`config.mk`:
```
export PLATFORM = sky130hd
export DESIGN_NAME = sccb_reg_sequencer
export DESIGN_NICKNAME = d
export VERILOG_FILES = /design/src/rtl/sccb_reg_sequencer.sv
export SDC_FILE = /design/constraint.sdc
export NUM_CORES = 1
export LEC_CHECK = 0
export BUFFER_PORTS_ARGS = -buffer_cell sky130_fd_sc_hd__buf_2
export CAP_MARGIN = 10
export CORE_ASPECT_RATIO = 1.5
export CORE_MARGIN = 1
export CORE_UTILIZATION = 63
export DETAILED_ROUTE_END_ITERATION = 10
export HOLD_SLACK_MARGIN = 0.12
export PLACE_DENSITY = 0.86
export SLEW_MARGIN = 40
export SYNTH_ARGS = -nofsm -noshare
export SYNTH_HDL_FRONTEND = slang
export SYNTH_SLANG_ARGS = --single-unit
```
`constraint.sdc`:
```
create_clock -name clock_100khz -period 3.9 [get_ports clock_100khz]
set_input_delay 0.78 -clock clock_100khz [delete_from_list [all_inputs] [get_ports clock_100khz]]
set_output_delay 0.78 -clock clock_100khz [all_outputs]
set_load 0.05 [all_outputs]
```
`src/rtl/sccb_reg_sequencer.sv`:
```
// rtl/sccb_reg_sequencer.sv - register-table SCCB write sequencer with delay entries, retries and watchdog
module sccb_reg_sequencer #(
  parameter int         DEPTH          = 75,
  parameter int         ADDR_W         = 7,
  parameter logic [7:0] SLAVE_ADDR     = 8'h42,
  parameter logic [7:0] DELAY_REG      = 8'hFF,
  parameter int         TICKS_PER_UNIT = 100,
  parameter int         MAX_RETRY      = 3,
  parameter int         TIMEOUT        = 4095
) (
  input  logic              clock_100khz,
  input  logic              reset,
  input  logic              start,
  input  logic              abort,
  output logic [ADDR_W-1:0] tbl_addr,
  input  logic [15:0]       tbl_data,
  output logic              i2c_go,
  output logic [23:0]       i2c_data,
  input  logic              i2c_end,
  input  logic              i2c_nack,
  output logic              busy,
  output logic              done,
  output logic              error,
  output logic [ADDR_W-1:0] err_index,
  output logic [3:0]        retry_cnt
);

  localparam int                WD_W        = $clog2(TIMEOUT + 1);
  localparam logic [23:0]       TICKS       = 24'(TICKS_PER_UNIT);
  localparam logic [ADDR_W-1:0] LAST        = ADDR_W'(DEPTH - 1);
  localparam logic [3:0]        RETRY_LIMIT = 4'(MAX_RETRY);
  localparam logic [WD_W-1:0]   WD_LAST     = WD_W'(TIMEOUT - 1);

  typedef enum logic [3:0] {
    IDLE, FETCH, LOAD, ISSUE, WAIT_END, CHECK, DELAY, NEXT, DONE, ERROR
  } state_t;

  state_t            state, next_state;
  logic [23:0]       delay_cnt;
  logic [23:0]       delay_load;
  logic [WD_W-1:0]   wdog;
  logic              fail;
  logic              is_delay;
  logic              can_retry;
  logic              wd_expired;

  assign delay_load = {16'd0, tbl_data[7:0]} * TICKS;
  assign is_delay   = (tbl_data[15:8] == DELAY_REG);
  assign can_retry  = (retry_cnt < RETRY_LIMIT);
  assign wd_expired = (wdog == WD_LAST);

  always_ff @(posedge clock_100khz or negedge reset) begin
    if (!reset) state <= IDLE;
    else        state <= next_state;
  end

  always_comb begin
    next_state = state;
    if (abort) begin
      next_state = IDLE;
    end else begin
      case (state)
        IDLE, DONE, ERROR: if (start) next_state = FETCH;
        FETCH:    next_state = LOAD;
        LOAD:     next_state = is_delay ? DELAY : ISSUE;
        // Wait for the engine to drop a previous END before requesting again.
        ISSUE:    if (!i2c_end) next_state = WAIT_END;
        WAIT_END: if (i2c_end || wd_expired) next_state = CHECK;
        CHECK: begin
          if (!fail)          next_state = NEXT;
          else if (can_retry) next_state = ISSUE;
          else                next_state = ERROR;
        end
        DELAY:    if (delay_cnt <= 24'd1) next_state = NEXT;
        NEXT:     next_state = (tbl_addr == LAST) ? DONE : FETCH;
        default:  next_state = IDLE;
      endcase
    end
  end

  // Status and GO follow the registered next state so they change with it.
  always_ff @(posedge clock_100khz or negedge reset) begin
    if (!reset) begin
      tbl_addr  <= '0;
      i2c_go    <= 1'b0;
      i2c_data  <= '0;
      busy      <= 1'b0;
      done      <= 1'b0;
      error     <= 1'b0;
      err_index <= '0;
      retry_cnt <= '0;
      delay_cnt <= '0;
      wdog      <= '0;
      fail      <= 1'b0;
    end else begin
      i2c_go <= (next_state == WAIT_END);
      busy   <= !(next_state inside {IDLE, DONE, ERROR});
      done   <= (next_state == DONE);
      error  <= (next_state == ERROR);
      if (!abort) begin
        case (state)
          IDLE, DONE, ERROR: begin
            if (start) begin
              tbl_addr  <= '0;
              retry_cnt <= '0;
              err_index <= '0;
            end
          end
          LOAD: begin
            if (is_delay) delay_cnt <= delay_load;
            else          i2c_data  <= {SLAVE_ADDR, tbl_data};
          end
          ISSUE: wdog <= '0;
          WAIT_END: begin
            if (i2c_end)         fail <= i2c_nack;
            else if (wd_expired) fail <= 1'b1;
            else                 wdog <= wdog + 1'b1;
          end
          CHECK: begin
            if (fail && can_retry) retry_cnt <= retry_cnt + 4'd1;
            else if (fail)         err_index <= tbl_addr;
          end
          DELAY: if (delay_cnt > 24'd1) delay_cnt <= delay_cnt - 24'd1;
          NEXT: begin
            if (tbl_addr != LAST) begin
              tbl_addr  <= tbl_addr + 1'b1;
              retry_cnt <= '0;
            end
          end
          default: ;
        endcase
      end
    end
  end

endmodule

```
**Word level (Yosys, flattened, before mapping)**

Cells that the tools add are included.

- Register bits after elaboration: 80
- Bits in latches: 0
- Memory bits (writable): 0
- ROM bits: 0
- Input bits: 22
- Output and inout bits: 46
- Word-level logic and storage cells: 95
- Memories kept: 0

- Add/subtract/negate cells: 4
- Multiply operators: 1
- Div/mod/pow operators: 0
- Order comparisons: 3
- Eq/ne operators: 25
- Shifts and indexed selects: 0
- Multiplexer cells: 28
- Bitwise logic cells: 2
- Reduce and logical (&&, ||, !) cells: 20

Operators by type and width:

| kind | count |
|---|---|
| two-way mux 24 bit | 2 |
| case mux 24 bit (2 select lines) | 1 |
| two-way mux 4 bit | 11 |
| case mux 4 bit (8 select lines) | 1 |
| two-way mux 7 bit | 4 |
| case mux 7 bit (2 select lines) | 2 |
| > comparator 24 x 1 -> 1 bit, second input constant | 1 |
| <= comparator 24 x 1 -> 1 bit, second input constant | 1 |
| two-way mux 12 bit | 2 |
| case mux 12 bit (2 select lines) | 1 |
| subtractor 24 x 1 -> 24 bit, second input constant | 1 |
| == test 4 x 3 -> 1 bit, second input constant | 5 |
| != test 2 bit, second input constant | 9 |
| == test 4 bit, second input constant | 4 |
| multiplier 8 x 5 -> 13 bit, second input constant | 1 |
| adder 12 x 1 -> 12 bit, second input constant | 1 |
| == test 12 bit, second input constant | 1 |
| case mux 4 bit (3 select lines) | 1 |
| AND reduction 4 bit | 3 |
| AND reduction 5 bit | 2 |
| nonzero test 2 bit | 5 |
| == test 4 x 2 -> 1 bit, second input constant | 2 |
| == test 8 bit, second input constant | 1 |
| zero test 4 bit | 2 |
| other kinds (15) | 19 |

**Depth between registers and ports, before layout**

Gate-level depths: netlist of run 1.

- Depth after elaboration: 8
- Mapped depth: 12
- Gate-level depth less buffers: 12

**Worst setup path after synthesis of run 1**

OpenSTA, ideal clock, no wires.

- Kind: input to register
- Start point: in tbl_data[2]
- End point: reg delay_cnt[12]
- Library setup time: 0.116 ns
- Data arrival time: 3.345 ns
- Required time: 3.784 ns
- Setup slack: 0.439 ns
- Cell stages on the path: 12
- Path buffers: 0
- Cells stage by stage: ha_1 > ha_1 > inv_1 > fa_1 > inv_1 > ha_1 > a21o_1 > and4_1 > a2111oi_0 > xnor2_1 > nand2_1 > o311ai_0

- Word-level cells in the longest chain between the ends: 3

Ends and longest elaborated chain:

| what | RTL line | RTL |
|---|---|---|
| start, declared | 16 | `input logic [15:0] tbl_data,` |
| multiplier 8 x 5 -> 13 bit | 47 | `assign delay_load = {16'd0, tbl_data[7:0]} * TICKS;` |
| two-way mux 24 bit | 110 | `if (is_delay) delay_cnt <= delay_load;` |
| case mux 24 bit (2 select lines) | 101 | `case (state)` |
| end signal, assigned | 110 |  |
| end signal, assigned | 123 | `DELAY: if (delay_cnt > 24'd1) delay_cnt <= delay_cnt - 24'd1;` |
| end, declared | 39 | `logic [23:0] delay_cnt;` |

No other way between the ends. The select of a mux whose other input is x is not followed.
A chain may end at the register's enable or synchronous reset.

**Worst setup path after layout of run 1**

Ends and elaborated chain as after synthesis.

==> impl_metrics.xml, run 1 <==
<?xml version="1.0" encoding="UTF-8"?>
<metrics>
  <group name="timing">
    <metric name="achievable-frequency" unit="MHz">290</metric>
    <metric name="worst-slew-pin-transition" unit="ns">0.715</metric>
    <metric name="slew-limit-headroom" unit="%">51.9</metric>
    <metric name="final_period_minus_worst_setup_slack" unit="ns">3.45</metric>
    <metric name="rsz0062_at_grt" unit="">false</metric>
    <metric name="setup_violations" unit="">0</metric>
    <metric name="setup_total_negative_slack" unit="ns">0</metric>
    <metric name="clock-skew-final" unit="ns">0.00766</metric>
    <metric name="number_of_max_slew_violations_in_the_final_report" unit="">0</metric>
    <metric name="layout_worst_path_cycle_share" unit="%">88.3</metric>
    <metric name="hold_viol" unit="">0</metric>
  </group>
  <group name="cts">
    <metric name="holdBufCountCts" unit="">0</metric>
    <metric name="tritoncts_num_sinks" unit="">80</metric>
    <metric name="cts_post_setup_buffers_inserted" unit="">0</metric>
    <metric name="clock_insertion_delay_worst_skew" unit="ns">0.37</metric>
    <metric name="cts.htree.levels" unit="">3</metric>
    <metric name="clock_tree.buffer_depth" unit="">2</metric>
    <metric name="clk_root_buffer_cell" unit="">sky130_fd_sc_hd__clkbuf_8</metric>
    <metric name="numCtsBuffers" unit="">9</metric>
    <metric name="cts.reportedPaths.clkPinSlew" unit="ns">0.08</metric>
    <metric name="clock_tree_from_tritoncts" unit="">yes</metric>
    <metric name="cts.repair.resized" unit="">0</metric>
  </group>
  <group name="global_route">
    <metric name="grt_max_degree" unit="">81</metric>
    <metric name="grt_first_pass_wirelength" unit="um">17800</metric>
    <metric name="grt.total_usage" unit="%">28.9</metric>
    <metric name="grt_remaining_overflow" unit="">0</metric>
    <metric name="antenna_found_initial" unit="">0</metric>
    <metric name="vias_in_the_first_global_route" unit="">4071</metric>
  </group>
  <group name="floorplan">
    <metric name="die_w" unit="um">73.9</metric>
    <metric name="initial_core_util" unit="%">66.2</metric>
    <metric name="core_ar" unit="um^2">7370</metric>
    <metric name="ios" unit="">68</metric>
    <metric name="die_h" unit="um">110</metric>
    <metric name="floorplan.die_area" unit="um^2">8110</metric>
    <metric name="std_cell_rows" unit="">38</metric>
  </group>
  <group name="synthesis">
    <metric name="synth_top_cell_by_area" unit="">sky130_fd_sc_hd__dfrtp_1</metric>
    <metric name="synth.lib_cells_used.distinct" unit="">66</metric>
    <metric name="number_of_enable_flip_flop_cells_after_synthesis" unit="">0</metric>
    <metric name="synth_sequential_area_ratio" unit="%">41.0</metric>
    <metric name="synthesis.area_per_instance" unit="um^2">9.51</metric>
    <metric name="postSynthRegisterBits" unit="">80</metric>
    <metric name="synth.yosys.warnings" unit="">0</metric>
    <metric name="synth.top_cell.area_share" unit="%">41.0</metric>
    <metric name="synthesis.instances" unit="">513</metric>
    <metric name="postSynth.topFlopCell" unit="">sky130_fd_sc_hd__dfrtp_1</metric>
    <metric name="synthArstFlopShare" unit="%">100</metric>
    <metric name="syn-cell-area" unit="um^2">4880</metric>
    <metric name="synthTopCellsByArea" unit="">sky130_fd_sc_hd__dfrtp_1 (41%), sky130_fd_sc_hd__ha_1 (9.0%), sky130_fd_sc_hd__o21ai_0 (5.2%), sky130_fd_sc_hd__nor2_1 (3.7%), sky130_fd_sc_hd__mux2_2 (3.2%)</metric>
  </group>
  <group name="place">
    <metric name="dpl_cell_area" unit="um^2">5260</metric>
    <metric name="dp.final_hpwl" unit="um">7760</metric>
    <metric name="finalWeightedCongestion" unit="">0.920</metric>
    <metric name="io_buffers" unit="">61</metric>
  </group>
  <group name="power">
    <metric name="leakagePower" unit="nW">2.72</metric>
    <metric name="vdd.ir_drop.worst" unit="V">0.000756</metric>
    <metric name="cellPowerDensity" unit="nW/um^2">468</metric>
  </group>
  <group name="detailed_routing">
    <metric name="wire_per_inst" unit="um">15.7</metric>
    <metric name="firstDrtPassIters" unit="">5</metric>
    <metric name="wl" unit="um">10600</metric>
    <metric name="route.vias.total" unit="">4075</metric>
    <metric name="vias_per_cell" unit="">6.00</metric>
    <metric name="drcViolationCount" unit="">0</metric>
    <metric name="drt_iter0_markers" unit="">330</metric>
    <metric name="drtAntennaViolNets" unit="">0</metric>
  </group>
  <group name="worst_setup_path">
    <metric name="setup.worst_path.class" unit="">input pin to flop</metric>
    <metric name="worstSetupEndpointType" unit="">flop</metric>
    <metric name="ff2ff_setup_slack" unit="ns">1.06</metric>
    <metric name="r2r_cells" unit="">6</metric>
    <metric name="timing.critical_path.required" unit="ns">4.15</metric>
    <metric name="worstPathMaxFanout" unit="">4</metric>
    <metric name="cp-start-kind" unit="">input pin</metric>
    <metric name="worstPathArrival" unit="ns">3.69</metric>
  </group>
  <group name="worst_hold_path">
    <metric name="min-delay-path-class" unit="">input pin to asynchronous set/reset pin</metric>
  </group>
  <group name="layout">
    <metric name="layout_overhead_on_the_synthesized_area" unit="%">12.3</metric>
    <metric name="fillerInstances" unit="">519</metric>
    <metric name="fraction_of_layout_cells_with_a_size_suffix_above_1" unit="%">20.0</metric>
    <metric name="finalInstanceArea" unit="um^2">5480</metric>
    <metric name="antennaDiodeCount" unit="">0</metric>
    <metric name="multi_input_gate_area_in_the_final_layout" unit="um^2">2640</metric>
    <metric name="sequential_cell_area" unit="um^2">2000</metric>
    <metric name="final_net_count" unit="">635</metric>
  </group>
  <group name="status">
    <metric name="run_status" unit="">finished, final reports clean</metric>
  </group>
  <group name="job">
    <metric name="drv_cap" unit="">0</metric>
  </group>
</metrics>
[layout make-up]
class	instances	area share [%]
clock buffer	10	2.51
clock inverter	5	1.48
inverter	34	2.33
multi-input combinational	382	48.2
sequential	80	36.5
tap	100	2.28
timing repair buffer	68	6.64
[final timing paths]
| kind | from | to |
|---|---|---|
| max | tbl_data[2] | delay_cnt[12]$_DFFE_PN0P_ |
| min | reset | wdog[6]$_DFFE_PN0P_ |
| max reg2reg | delay_cnt[4]$_DFFE_PN0P_ | delay_cnt[11]$_DFFE_PN0P_ |
| min reg2reg | i2c_data[17]$_DFFE_PN0P_ | i2c_data[17]$_DFFE_PN0P_ |
| max in group asynchronous | reset | delay_cnt[23]$_DFFE_PN0P_ |
| min in group clock_100khz | i2c_data[17]$_DFFE_PN0P_ | i2c_data[17]$_DFFE_PN0P_ |
[stage by stage]
stage               hold WS (ns)  power [mW]  util [%]  cells  setup WS, ns
floorplan                  0.484        1.69         -    518         0.439
global placement           0.460        1.87      71.3    664         0.219
detailed placement         0.464        1.90      71.4    664        0.0833
CTS                        0.467        2.58      74.4    679         0.466
global route               0.486        2.68      74.4    679         0.287
finish                     0.398        2.57      74.4    679         0.454
[power breakdown]
group | total [mW] | switching [mW] | internal, mW
clock network | 0.681 | 0.307 | 0.374
logic | 0.869 | 0.610 | 0.259
registers | 1.02 | 0.0783 | 0.939
[cells by family after synthesis]
logic type	synth area share [%]
AND/OR/NAND/NOR	19.3
buffers and inverters	5.31
other	0.0769
flip-flops	41.0
adder cells (fa/ha/maj)	10.2
AO/OA/AOI/OAI	16.4
XOR/XNOR	4.31
multiplexers	3.44
[flip-flops by register name, indices dropped and copies added (netlist names)]
register / flops
busy: 1
delay_cnt: 24
done: 1
err_index: 7
error: 1
fail: 1
i2c_data: 17
i2c_go: 1
retry_cnt: 4
state: 4
tbl_addr: 7
wdog: 12
[placed cells by master, fill, tap and decap left out, types with 3 or more instances in the layout]
cell	instances
sky130_fd_sc_hd__buf_4	7
sky130_fd_sc_hd__a21oi_1	19
sky130_fd_sc_hd__ha_1	35
sky130_fd_sc_hd__conb_1	6
sky130_fd_sc_hd__a221oi_1	3
sky130_fd_sc_hd__nand3_1	18
sky130_fd_sc_hd__nor2b_1	3
sky130_fd_sc_hd__nor4_1	8
sky130_fd_sc_hd__a211oi_1	4
sky130_fd_sc_hd__clkbuf_8	10
sky130_fd_sc_hd__and2_1	3
sky130_fd_sc_hd__nand2b_1	6
sky130_fd_sc_hd__a22oi_1	5
sky130_fd_sc_hd__o211ai_1	4
sky130_fd_sc_hd__nor2_1	48
sky130_fd_sc_hd__inv_1	34
sky130_fd_sc_hd__o31ai_1	6
sky130_fd_sc_hd__nor3_1	13
sky130_fd_sc_hd__or3_1	7
sky130_fd_sc_hd__mux2_2	14
sky130_fd_sc_hd__a21o_1	6
sky130_fd_sc_hd__and4_1	3
sky130_fd_sc_hd__nand2_1	30
sky130_fd_sc_hd__and3_1	9
sky130_fd_sc_hd__buf_2	60
sky130_fd_sc_hd__nand4_1	4
sky130_fd_sc_hd__xor2_1	15
sky130_fd_sc_hd__fa_1	3
sky130_fd_sc_hd__o21ai_0	51
sky130_fd_sc_hd__xnor2_1	9
sky130_fd_sc_hd__a31oi_1	5
sky130_fd_sc_hd__dfrtp_1	80
sky130_fd_sc_hd__o21ai_2	4
[worst max-delay path, cell delays in order]
cell and delay (ns):
sky130_fd_sc_hd__buf_2 0.13, sky130_fd_sc_hd__ha_1 0.30, sky130_fd_sc_hd__ha_1 0.28, sky130_fd_sc_hd__inv_1 0.05, sky130_fd_sc_hd__fa_1 0.49, sky130_fd_sc_hd__inv_1 0.04
sky130_fd_sc_hd__ha_1 0.35, sky130_fd_sc_hd__a21o_1 0.22, sky130_fd_sc_hd__and4_1 0.20, sky130_fd_sc_hd__a2111oi_0 0.50, sky130_fd_sc_hd__xnor2_1 0.17, sky130_fd_sc_hd__nand2_1 0.06
sky130_fd_sc_hd__o311ai_0 0.10
[synthesized netlist by cell type (6+ instances only)]
master	number
sky130_fd_sc_hd__a21o_1	6
sky130_fd_sc_hd__a21oi_1	19
sky130_fd_sc_hd__and3_1	9
sky130_fd_sc_hd__buf_4	7
sky130_fd_sc_hd__clkbuf_1	12
sky130_fd_sc_hd__dfrtp_1	80
sky130_fd_sc_hd__ha_1	35
sky130_fd_sc_hd__inv_1	34
sky130_fd_sc_hd__mux2_2	14
sky130_fd_sc_hd__nand2_1	30
sky130_fd_sc_hd__nand2b_1	6
sky130_fd_sc_hd__nand3_1	18
sky130_fd_sc_hd__nor2_1	48
sky130_fd_sc_hd__nor3_1	13
sky130_fd_sc_hd__nor4_1	8
sky130_fd_sc_hd__o21ai_0	51
sky130_fd_sc_hd__o31ai_1	6
sky130_fd_sc_hd__or3_1	7
sky130_fd_sc_hd__xnor2_1	9
sky130_fd_sc_hd__xor2_1	15
[metal layers]
layer	wire [um]	share of wire, %	vias up	global-route usage [%]
li1	-	-	1958	-
met1	4030	38	1971	30.7
met2	5890	55	117	52.8
met3	421	4.0	29	6.69
met4	293	2.8	0	13.5
met5	0	0	-	0
(Power assumes the default switching activity.)
==> inputs of run 2 (changes only) <==
==> constraint.sdc (replaced) <==
create_clock -name clock_100khz -period 4.4 [get_ports clock_100khz]
set_input_delay 0.88 -clock clock_100khz [delete_from_list [all_inputs] [get_ports clock_100khz]]
set_output_delay 0.88 -clock clock_100khz [all_outputs]
set_load 0.05 [all_outputs]
==> impl_metrics.xml, run 2 (synthesis gave the netlist of run 1 again) <==
<?xml version="1.0" encoding="UTF-8"?>
<metrics>
  <group name="cts">
    <metric name="numCtsBuffers" unit="">9</metric>
    <metric name="cts.htree.levels" unit="">3</metric>
    <metric name="clock_tree.buffer_depth" unit="">2</metric>
    <metric name="cts.reportedPaths.clkPinSlew" unit="ns">0.08</metric>
    <metric name="clock_tree_from_tritoncts" unit="">yes</metric>
    <metric name="cts_post_setup_buffers_inserted" unit="">0</metric>
    <metric name="clock_insertion_delay_worst_skew" unit="ns">0.37</metric>
    <metric name="holdBufCountCts" unit="">0</metric>
    <metric name="clk_root_buffer_cell" unit="">sky130_fd_sc_hd__clkbuf_8</metric>
    <metric name="tritoncts_num_sinks" unit="">80</metric>
    <metric name="cts.repair.resized" unit="">0</metric>
  </group>
  <group name="worst_setup_path">
    <metric name="worstSetupEndpointType" unit="">flop</metric>
    <metric name="worstPathMaxFanout" unit="">4</metric>
    <metric name="timing.critical_path.required" unit="ns">4.65</metric>
    <metric name="worstPathArrival" unit="ns">3.79</metric>
    <metric name="setup.worst_path.class" unit="">input pin to flop</metric>
    <metric name="cp-start-kind" unit="">input pin</metric>
  </group>
  <group name="layout">
    <metric name="mostFrequentLayoutCells" unit="">sky130_fd_sc_hd__dfrtp_1 (80), sky130_fd_sc_hd__buf_2 (60), sky130_fd_sc_hd__o21ai_0 (51)</metric>
    <metric name="mostFrequentLayoutCell" unit="">sky130_fd_sc_hd__dfrtp_1</metric>
    <metric name="fraction_of_layout_cells_with_a_size_suffix_above_1" unit="%">19.8</metric>
    <metric name="largestRegisters" unit="">delay_cnt: 24 flops, i2c_data: 17 flops, wdog: 12 flops</metric>
    <metric name="largest_reg_flops" unit="">24</metric>
    <metric name="finalInstanceArea" unit="um^2">5490</metric>
    <metric name="final_net_count" unit="">633</metric>
    <metric name="layout_overhead_on_the_synthesized_area" unit="%">12.5</metric>
    <metric name="max_flop_register" unit="">delay_cnt</metric>
    <metric name="antennaDiodeCount" unit="">0</metric>
  </group>
  <group name="status">
    <metric name="run_status" unit="">finished, final reports clean</metric>
  </group>
  <group name="power">
    <metric name="vdd.ir_drop.worst" unit="V">0.000665</metric>
    <metric name="leakagePower" unit="nW">2.72</metric>
    <metric name="cellPowerDensity" unit="nW/um^2">425</metric>
    <metric name="total_power" unit="mW">2.33</metric>
  </group>
  <group name="timing">
    <metric name="slew-limit-headroom" unit="%">43.8</metric>
    <metric name="setup_total_negative_slack" unit="ns">0</metric>
    <metric name="final_period_minus_worst_setup_slack" unit="ns">3.54</metric>
    <metric name="worst-slew-pin-transition" unit="ns">0.835</metric>
    <metric name="layout_worst_path_cycle_share" unit="%">80.5</metric>
    <metric name="setup_violations" unit="">0</metric>
    <metric name="rsz0062_at_grt" unit="">false</metric>
    <metric name="number_of_max_slew_violations_in_the_final_report" unit="">0</metric>
    <metric name="achievable-frequency" unit="MHz">282</metric>
    <metric name="hold_viol" unit="">0</metric>
    <metric name="clock-skew-final" unit="ns">0.00987</metric>
  </group>
  <group name="floorplan">
    <metric name="ios" unit="">68</metric>
    <metric name="initial_core_util" unit="%">66.2</metric>
    <metric name="floorplan.die_area" unit="um^2">8110</metric>
    <metric name="core_ar" unit="um^2">7370</metric>
    <metric name="die_w" unit="um">73.9</metric>
    <metric name="die_h" unit="um">110</metric>
    <metric name="std_cell_rows" unit="">38</metric>
  </group>
  <group name="detailed_routing">
    <metric name="wire_per_inst" unit="um">15.6</metric>
    <metric name="vias_per_cell" unit="">6.07</metric>
    <metric name="drtAntennaViolNets" unit="">0</metric>
    <metric name="firstDrtPassIters" unit="">6</metric>
    <metric name="drcViolationCount" unit="">0</metric>
    <metric name="wl" unit="um">10600</metric>
    <metric name="route.vias.total" unit="">4110</metric>
    <metric name="drt_iter0_markers" unit="">210</metric>
  </group>
  <group name="global_route">
    <metric name="grt_max_degree" unit="">81</metric>
    <metric name="grt_first_pass_wirelength" unit="um">17700</metric>
    <metric name="grt.total_usage" unit="%">28.5</metric>
    <metric name="vias_in_the_first_global_route" unit="">4010</metric>
    <metric name="grt_remaining_overflow" unit="">0</metric>
    <metric name="antenna_found_initial" unit="">0</metric>
  </group>
  <group name="job">
    <metric name="drv_cap" unit="">0</metric>
  </group>
  <group name="place">
    <metric name="io_buffers" unit="">61</metric>
    <metric name="dp.final_hpwl" unit="um">7770</metric>
    <metric name="finalWeightedCongestion" unit="">0.922</metric>
    <metric name="dpl_cell_area" unit="um^2">5250</metric>
  </group>
  <group name="worst_hold_path">
    <metric name="min-delay-path-class" unit="">flop to flop</metric>
  </group>
</metrics>
==> run 2: cell count changes in the layout (fill, tap and decap cells not counted), sizes merged <==
cell      change
buf           -2
bufinv        +1
clkinv        -1
clkinvlp      -1
inv           +1
==> run 2: worst max-delay path, cell delays in order <==
cell	delay (ns)
sky130_fd_sc_hd__buf_2	0.13
sky130_fd_sc_hd__ha_1	0.30
sky130_fd_sc_hd__ha_1	0.28
sky130_fd_sc_hd__inv_1	0.05
sky130_fd_sc_hd__fa_1	0.50
sky130_fd_sc_hd__inv_1	0.05
sky130_fd_sc_hd__ha_1	0.34
sky130_fd_sc_hd__a21o_1	0.21
sky130_fd_sc_hd__and4_1	0.19
sky130_fd_sc_hd__a2111oi_0	0.49
sky130_fd_sc_hd__xnor2_1	0.18
sky130_fd_sc_hd__nand2_1	0.06
sky130_fd_sc_hd__o311ai_0	0.13
==> run 2: path summary, 6_finish.rpt <==
check                                          from                         to  slack, ns  depth (start not counted)
setup reg to reg           delay_cnt[4]$_DFFE_PN0P_  delay_cnt[11]$_DFFE_PN0P_       1.66                          6
hold / removal             i2c_data[17]$_DFFE_PN0P_   i2c_data[17]$_DFFE_PN0P_       0.49                          1
max in group asynchronous                     reset  delay_cnt[19]$_DFFE_PN0P_       3.37                          1
setup / recovery                        tbl_data[2]  delay_cnt[12]$_DFFE_PN0P_       0.86                         13
hold reg to reg            i2c_data[17]$_DFFE_PN0P_   i2c_data[17]$_DFFE_PN0P_       0.49                          1
min in group asynchronous                     reset        wdog[6]$_DFFE_PN0P_       0.53                          1
==> run 2: layout make-up <==
type	count	area, um^2
Clock buffer	10	138
Inverter	34	128
Timing Repair Buffer	66	349
Sequential cell	80	2000
Fill cell	543	1880
Clock inverter	5	104
Multi-Input combinational cell	382	2640
Tap cell	100	125
==> run 2: per-stage QoR <==
stage	setup WS (ns)	utilization, %	hold slack, ns	cells
3_5_place_dp	0.456	71.2	0.467	662
3_3_place_gp	0.590	71.1	0.460	662
4_1_cts	0.828	74.5	0.490	677
6_report	0.856	74.5	0.488	677
5_1_grt	0.589	74.5	0.506	677
2_1_floorplan	0.839	-	0.488	518
==> run 2: power breakdown <==
part	internal, mW	switching, mW	leakage (nW)
Clock	0.390	0.269	0.123
Sequential	0.833	0.0681	1.06
Combinational	0.230	0.543	1.54
Total	1.45	0.880	2.72
==> run 2: layer usage <==
metal  global-route usage, %  up-vias  routed length (um)
li1                        -     1951                   -
met1                    31.0     2011                4040
met2                    51.5      122                5850
met3                    6.23       26                 389
met4                    13.7        0                 287
met5                       0        -                   0
